===== src/rtl/memoria_dados_resp.sv =====
// Data memory (256 x 8) with fixed-latency request/response handshake toward the core.
// One access in flight at a time; Pronto pulses once when the access completes.
module memoria_dados_resp #(
    parameter int LATENCIA = 2
) (
    input  logic       Clock,
    input  logic       Reset,
    input  logic [7:0] EndMemDados,
    input  logic [7:0] DadoEscritoMem,
    input  logic       EscMem,
    input  logic       LerMem,
    output logic [7:0] DadoLidoMem,
    output logic       Pronto,
    output logic       Ocupado,
    output logic       Erro,
    output logic [7:0] ContAcessos,
    output logic [1:0] o_estado_dbg
);

    // Handshake: in OCIOSO a single level-high request (LerMem xor EscMem) is taken at
    // the clock edge; the core must then wait for the one-cycle Pronto pulse. Requests
    // while Ocupado is high are dropped, and both requests high together flag Erro.

    localparam logic [2:0] LAT = 3'(LATENCIA);

    typedef enum logic [1:0] {
        OCIOSO   = 2'd0,
        ESPERA   = 2'd1,
        RESPOSTA = 2'd2
    } estado_t;

    estado_t    r_estado;
    estado_t    w_prox_estado;
    logic [2:0] r_cont;
    logic [7:0] r_end;
    logic [7:0] r_dado;
    logic       r_escrita;
    logic [7:0] r_mem [256];

    logic       w_aceita;
    logic       w_conflito;
    logic       w_conclui;

    always_comb begin
        w_aceita   = (r_estado == OCIOSO) && (LerMem ^ EscMem);
        w_conflito = (r_estado == OCIOSO) && LerMem && EscMem;
        w_conclui  = (r_estado == ESPERA) && (r_cont == 3'd1);
    end

    always_ff @(posedge Clock or posedge Reset) begin
        if (Reset) begin
            r_estado <= OCIOSO;
        end else begin
            r_estado <= w_prox_estado;
        end
    end

    always_comb begin
        w_prox_estado = r_estado;
        case (r_estado)
            OCIOSO:   if (w_aceita)  w_prox_estado = ESPERA;
            ESPERA:   if (w_conclui) w_prox_estado = RESPOSTA;
            RESPOSTA: w_prox_estado = OCIOSO;
            default:  w_prox_estado = OCIOSO;
        endcase
    end

    // Operands are captured at acceptance so the core may change its inputs freely afterwards.
    always_ff @(posedge Clock or posedge Reset) begin
        if (Reset) begin
            r_cont      <= 3'd0;
            r_end       <= 8'd0;
            r_dado      <= 8'd0;
            r_escrita   <= 1'b0;
            DadoLidoMem <= 8'd0;
            Pronto      <= 1'b0;
            Erro        <= 1'b0;
            ContAcessos <= 8'd0;
        end else begin
            Pronto <= w_conclui;
            if (w_aceita) begin
                r_cont    <= LAT;
                r_end     <= EndMemDados;
                r_dado    <= DadoEscritoMem;
                r_escrita <= EscMem;
            end else if (r_estado == ESPERA) begin
                r_cont <= r_cont - 3'd1;
            end
            if (w_conclui) begin
                ContAcessos <= ContAcessos + 8'd1;
                if (!r_escrita) begin
                    DadoLidoMem <= r_mem[r_end];
                end
            end
            if (w_conflito) begin
                Erro <= 1'b1;
            end
        end
    end

    // Array has no reset; a reset mid-access forces OCIOSO so the write never commits.
    always_ff @(posedge Clock) begin
        if (w_conclui && r_escrita) begin
            r_mem[r_end] <= r_dado;
        end
    end

    assign Ocupado      = (r_estado != OCIOSO);
    assign o_estado_dbg = r_estado;

endmodule


===== config.mk =====
export PLATFORM = sky130hd
export DESIGN_NAME = memoria_dados_resp
export DESIGN_NICKNAME = d
export VERILOG_FILES = /design/src/rtl/memoria_dados_resp.sv
export SDC_FILE = /design/constraint.sdc
export NUM_CORES = 2
export LEC_CHECK = 0
export ABC_AREA = 1
export BUFFER_PORTS_ARGS = -buffer_cell sky130_fd_sc_hd__buf_2
export CORE_MARGIN = 2
export CORE_UTILIZATION = 50
export DETAILED_ROUTE_END_ITERATION = 12
export HOLD_SLACK_MARGIN = 0.15
export PLACE_DENSITY = 0.63
export SLEW_MARGIN = 20
export SYNTH_ARGS = -nofsm -noshare
export SYNTH_HDL_FRONTEND = slang
export SYNTH_SLANG_ARGS = --single-unit

===== constraint.sdc =====
create_clock -name Clock -period 7.7 [get_ports Clock]
set_clock_uncertainty 0.15 [all_clocks]
set_input_delay 1.54 -clock Clock [delete_from_list [all_inputs] [get_ports Clock]]
set_output_delay 1.54 -clock Clock [all_outputs]
set_load 0.02 [all_outputs]

Word level (Yosys, flattened, before mapping)
Memory sizes are Yosys's and may differ from the RTL's. A register that Yosys moved wholly into a read port is not among the register bits.
Cells that the tools add are included.

operators by class
  add/subtract/negate cells = 2
  reduce and logical (&&, ||, !) cells = 10
  bitwise gates (word level) = 2
  order comparisons = 0
  muxes and demuxes = 7
  $mul = 0
  eq/ne operators = 4
  shift-type cells = 0
  div/mod/pow operators = 0

operators by type and width
  operator               count
  $add A8 B1 Y8 const B  1
  $mux W3                2
  $logic_and A1 B1 Y1    5
  $mux W2                2
  $ne A2 B2 Y1 const B   2
  $pmux W2 S2            1
  $reduce_and A2 Y1      2
  $reduce_bool A2 Y1     2
  $eq A3 B1 Y1 const B   1
  $sub A3 B1 Y3 const B  1
  $eq A2 B1 Y1 const B   1
  $logic_not A2 Y1       1
  $mux W1                2
  $not A1 Y1             1
  $xor A1 B1 Y1          1

storage, ports and cells
  word-level logic and storage cells = 34
  output and inout port bits = 21
  memory bits (read-only) = 0
  memories = 1
  input bits = 20
  bits in latches = 0
  bits in registers = 32
  bits in writable memories = 2,048

memory list
  memory  depth  width  rd ports  clocked after memory_dff  write ports  line  text
  r_mem   256    8      1         1                         1            38    logic [7:0] r_mem [256];

Depth between registers and ports, before layout
  depth after elaboration = 5
  depth in mapped cells = 17
  depth with buffers taken out = 15

Least setup slack after synthesis
Ideal clock, no wire load.

  kind = register to register
  start = register r_dado[0]
  end = memory r_mem[0][0] (data pin)
  required time = 6.746 ns
  period minus slack after synthesis = 4.137 ns
  path slack = 3.563 ns
  buffers on the path = 0
  library setup time = 0.804 ns
  stages on the path, launching flop included = 1
  arrival = 3.183 ns
  cell sequence = dfrtp_1

RTL lines
  item                    line  text
  from (decl)             36    logic [7:0] r_dado;
  from (signal assigned)  84    r_dado <= DadoEscritoMem;
  to (decl)               38

Straight into the memory's write port.

==> out/results.ini <==
[outcome]
status = complete, no violations

[min_path]
min_to = ContAcessos[7]
holdPathStages = 1
hold_class = reg -> reg
min_from = ContAcessos[7]

[logic_synthesis]
synth-simple-area-share_pct = 21.8
muxShareOfSynthArea_pct = 0
synth_top_area_cell = edfxtp_1
synth_fp_nets = 7563
syn_area_sq_mm = 0.0844
synth_top_family_by_area = simple AND/OR/NAND/NOR gates
ys_ff_latch = 2088
synthCells = 7540
yosysWarnings = 0
yosys-top-cells-area = edfxtp_1 73%, nand2_1 17%, nor2_1 2.6%
ys_types = 32
avgSynthCellArea_sq_um = 11.2
synth_top_area_share_pct = 72.9
yosysSeqAreaShare_pct = 74.1
synth-compound-area-share_pct = 1.64
synth_xor_area_share_pct = 0.0727
synthAdderAreaFrac_pct = 0.0445

[global_routing]
grt_pass1_vias = 52000
antenna_found_initial = 5
grt_max_degree = 207
grt_pass1_wl_um = 348000
grt-ovfl-total = 0
track_usage_pct = 27.1

[routing]
postRouteAntennaNets = 0
via_per_inst = 5.60
wl_per_cell_um = 23.9
drtIter0Drc = 7314
routed_wl_um = 235000
vias = 55300
drcViolationCount = 0
drtPass1Iterations = 6

[timing]
rsz0062_at_grt = no
hold_violations = 0
maxSlewHeadroom_pct = 16.2
slew_viol_final = 0
max_freq_mhz = 211
tightestPinTransition_ns = 1.25
fin_tns_setup_ns = 0
setup_viol = 0
fin_crit_ns = 4.73
period_share_pct = 61.4

[critical_path]
arrival_ns = 5.37
required_ns = 8.34
cp_max_fo = 108
r2r_end = DadoLidoMem[4]
critPathLaunch = r_end[0]
critPathKind = reg -> reg
r2r_cells = 15
end_kind = flip-flop
cp-start-kind = flip-flop
r2r_start = r_end[0]
timing.reg2reg.setup_slack_ns = 2.97

[pwr]
power_switching_uw = 13600
switching_share_pct = 38.3
power_uw = 35400
leakagePower_uw = 0.0347
pwr-share-clk_pct = 27.1
p_per_area_mw_per_mm2 = 382
comb_power_share_pct = 31.4
internal_power_uw = 21900
pwr-share-seq_pct = 41.5
ir_worst_vdd_uv = 335

[clocking]
ctsHoldBuffers = 0
cts_resized = 0
numCtsBuffers = 207
post-cts-setup-buffers = 0
cts.sinks = 2088
clk_latency_ns = 0.85
cts_tree = built
root_buffer = clkbuf_16
cts_max_level = 4
path_clk_slew_ns = 0.06
clockBufferDepth = 3

[placed_design]
place_congestion = 0.847
dp.cells = 9477
dp_hpwl_um = 129000
io_buffers = 40

[die]
io_pins = 41
die_w_um = 415
start_util_pct = 50.4
core_area_sq_mm = 0.167
die_area_sq_mm = 0.172
rows = 150
fp.dieH_um = 415

[cells_and_area]
fin_nets = 7506
instances_no_fill = 9864
utilization_pct = 55.4
final_layout_size_suffix_gt1_share_pct = 5.85
area_growth_pct = 9.95

[flow_run]
drv_cap = 0

-- Yosys cell counts (all sizes together) --
cell type / count
nand2: 3884
edfxtp: 2048
nor2: 581
buf: 292
o21ai: 144
nand4: 138
a21oi: 123
nand3: 123
clkbuf: 94
dfrtp: 40
inv: 36
or2: 9
nor3: 6
a22oi: 4
clkinv: 4
xnor2: 4
ha: 3
xor2: 3
nand3b: 2
o21bai: 2
-- kinds of logic (layout without fill, tap and decap cells) --
| logic type | Yosys count | in the layout |
|---|---|---|
| AND/OR/NAND/NOR | 4743 | 4743 |
| flip-flops | 2088 | 2088 |
| buffers and inverters | 426 | 543 |
| AO/OA/AOI/OAI | 273 | 273 |
| XOR/XNOR | 7 | 7 |
| adder cells (fa/ha/maj) | 3 | 3 |
| other | 0 | 3 |
-- metrics by stage --
| stage | hold slack [ns] | instance area, sq um | setup slack [ns] |
|---|---|---|---|
| finish | 0.315 | 92800 | 2.97 |
| global route | 0.339 | 92800 | 2.82 |
| CTS | 0.323 | 92700 | 3.12 |
| detailed placement | 0.313 | 86400 | 3.12 |
| global placement | 0.303 | 86400 | 3.07 |
| floorplan | 0.321 | 84400 | 3.56 |
-- cells in the final DEF (no fill, tap or decap), drive strengths merged --
master and n:
a21oi 123, edfxtp 2048, clkbuf 279, ha 3, dfrtp 40, clkinv 89
buf 120, o21bai 2, clkinvlp 3, nor3 6, nand3b 2, bufinv 8
nand3 123, inv 44, nand2 3884, xor2 3, or2 9, a22oi 4
diode 3, nor2 581, nand4 138, xnor2 4, o21ai 144
-- area by class of cell --
cell class                 instances  area, sq um
antenna                            3         7.51
timing repair buffer             120          951
sequential                      2088        62500
fill                           14000        74600
tap                             2204         2760
clock inverter                   104          773
inverter                          40          178
multi-input combinational       5026        20000
clock buffer                     279         5580
-- layer usage --
metal,GRT usage (%),share of wire [%]
met3,5.01,10
met2,41.2,45
met4,9.09,3.1
met5,0,0.0093
met1,39.5,42
-- worst max-delay path: stages, from the launching register on --
cell and delay (ns):
dfrtp_4 0.78, inv_8 0.34, nor2_4 0.80, buf_4 0.84, nand2_1 0.10, nand4_1 0.11
nand2_1 0.07, nand2_1 0.12, nor2_1 0.06, nor2_1 0.52, nor2_1 0.11, nand2_1 0.08
nand2_1 0.05, nand2_1 0.19, nor2_1 0.06, nor2_1 0.08
-- worst max path at each step --
stage                     end  slack [ns]
2_1_floorplan     r_mem[0][0]        3.56
3_5_place_dp   DadoLidoMem[4]        3.12
5_1_grt        DadoLidoMem[4]        2.82
3_3_place_gp   DadoLidoMem[4]        3.07
6_report       DadoLidoMem[4]        2.97
4_1_cts        DadoLidoMem[4]        3.12
-- sequential cells by signal (all words and copies together) (netlist names) --
name / flops
r_cont: 3
r_end: 8
o_estado_dbg: 2
Erro: 1
Pronto: 1
DadoLidoMem: 8
r_dado: 8
r_mem: 2048
r_escrita: 1
ContAcessos: 8
-- power groups by stage --
| stage | Clock [uW] | Sequential, uW | Combinational, uW |
|---|---|---|---|
| final | 9610 | 14700 | 11100 |
| after CTS | 9670 | 14700 | 11000 |
| after floorplan | 0 | 15500 | 6080 |
| after detailed placement | 0 | 14900 | 11000 |
| after global placement | 0 | 14900 | 10900 |
| after global routing | 10100 | 14700 | 12100 |
No activity file was read; power rests on OpenSTA's default activity.
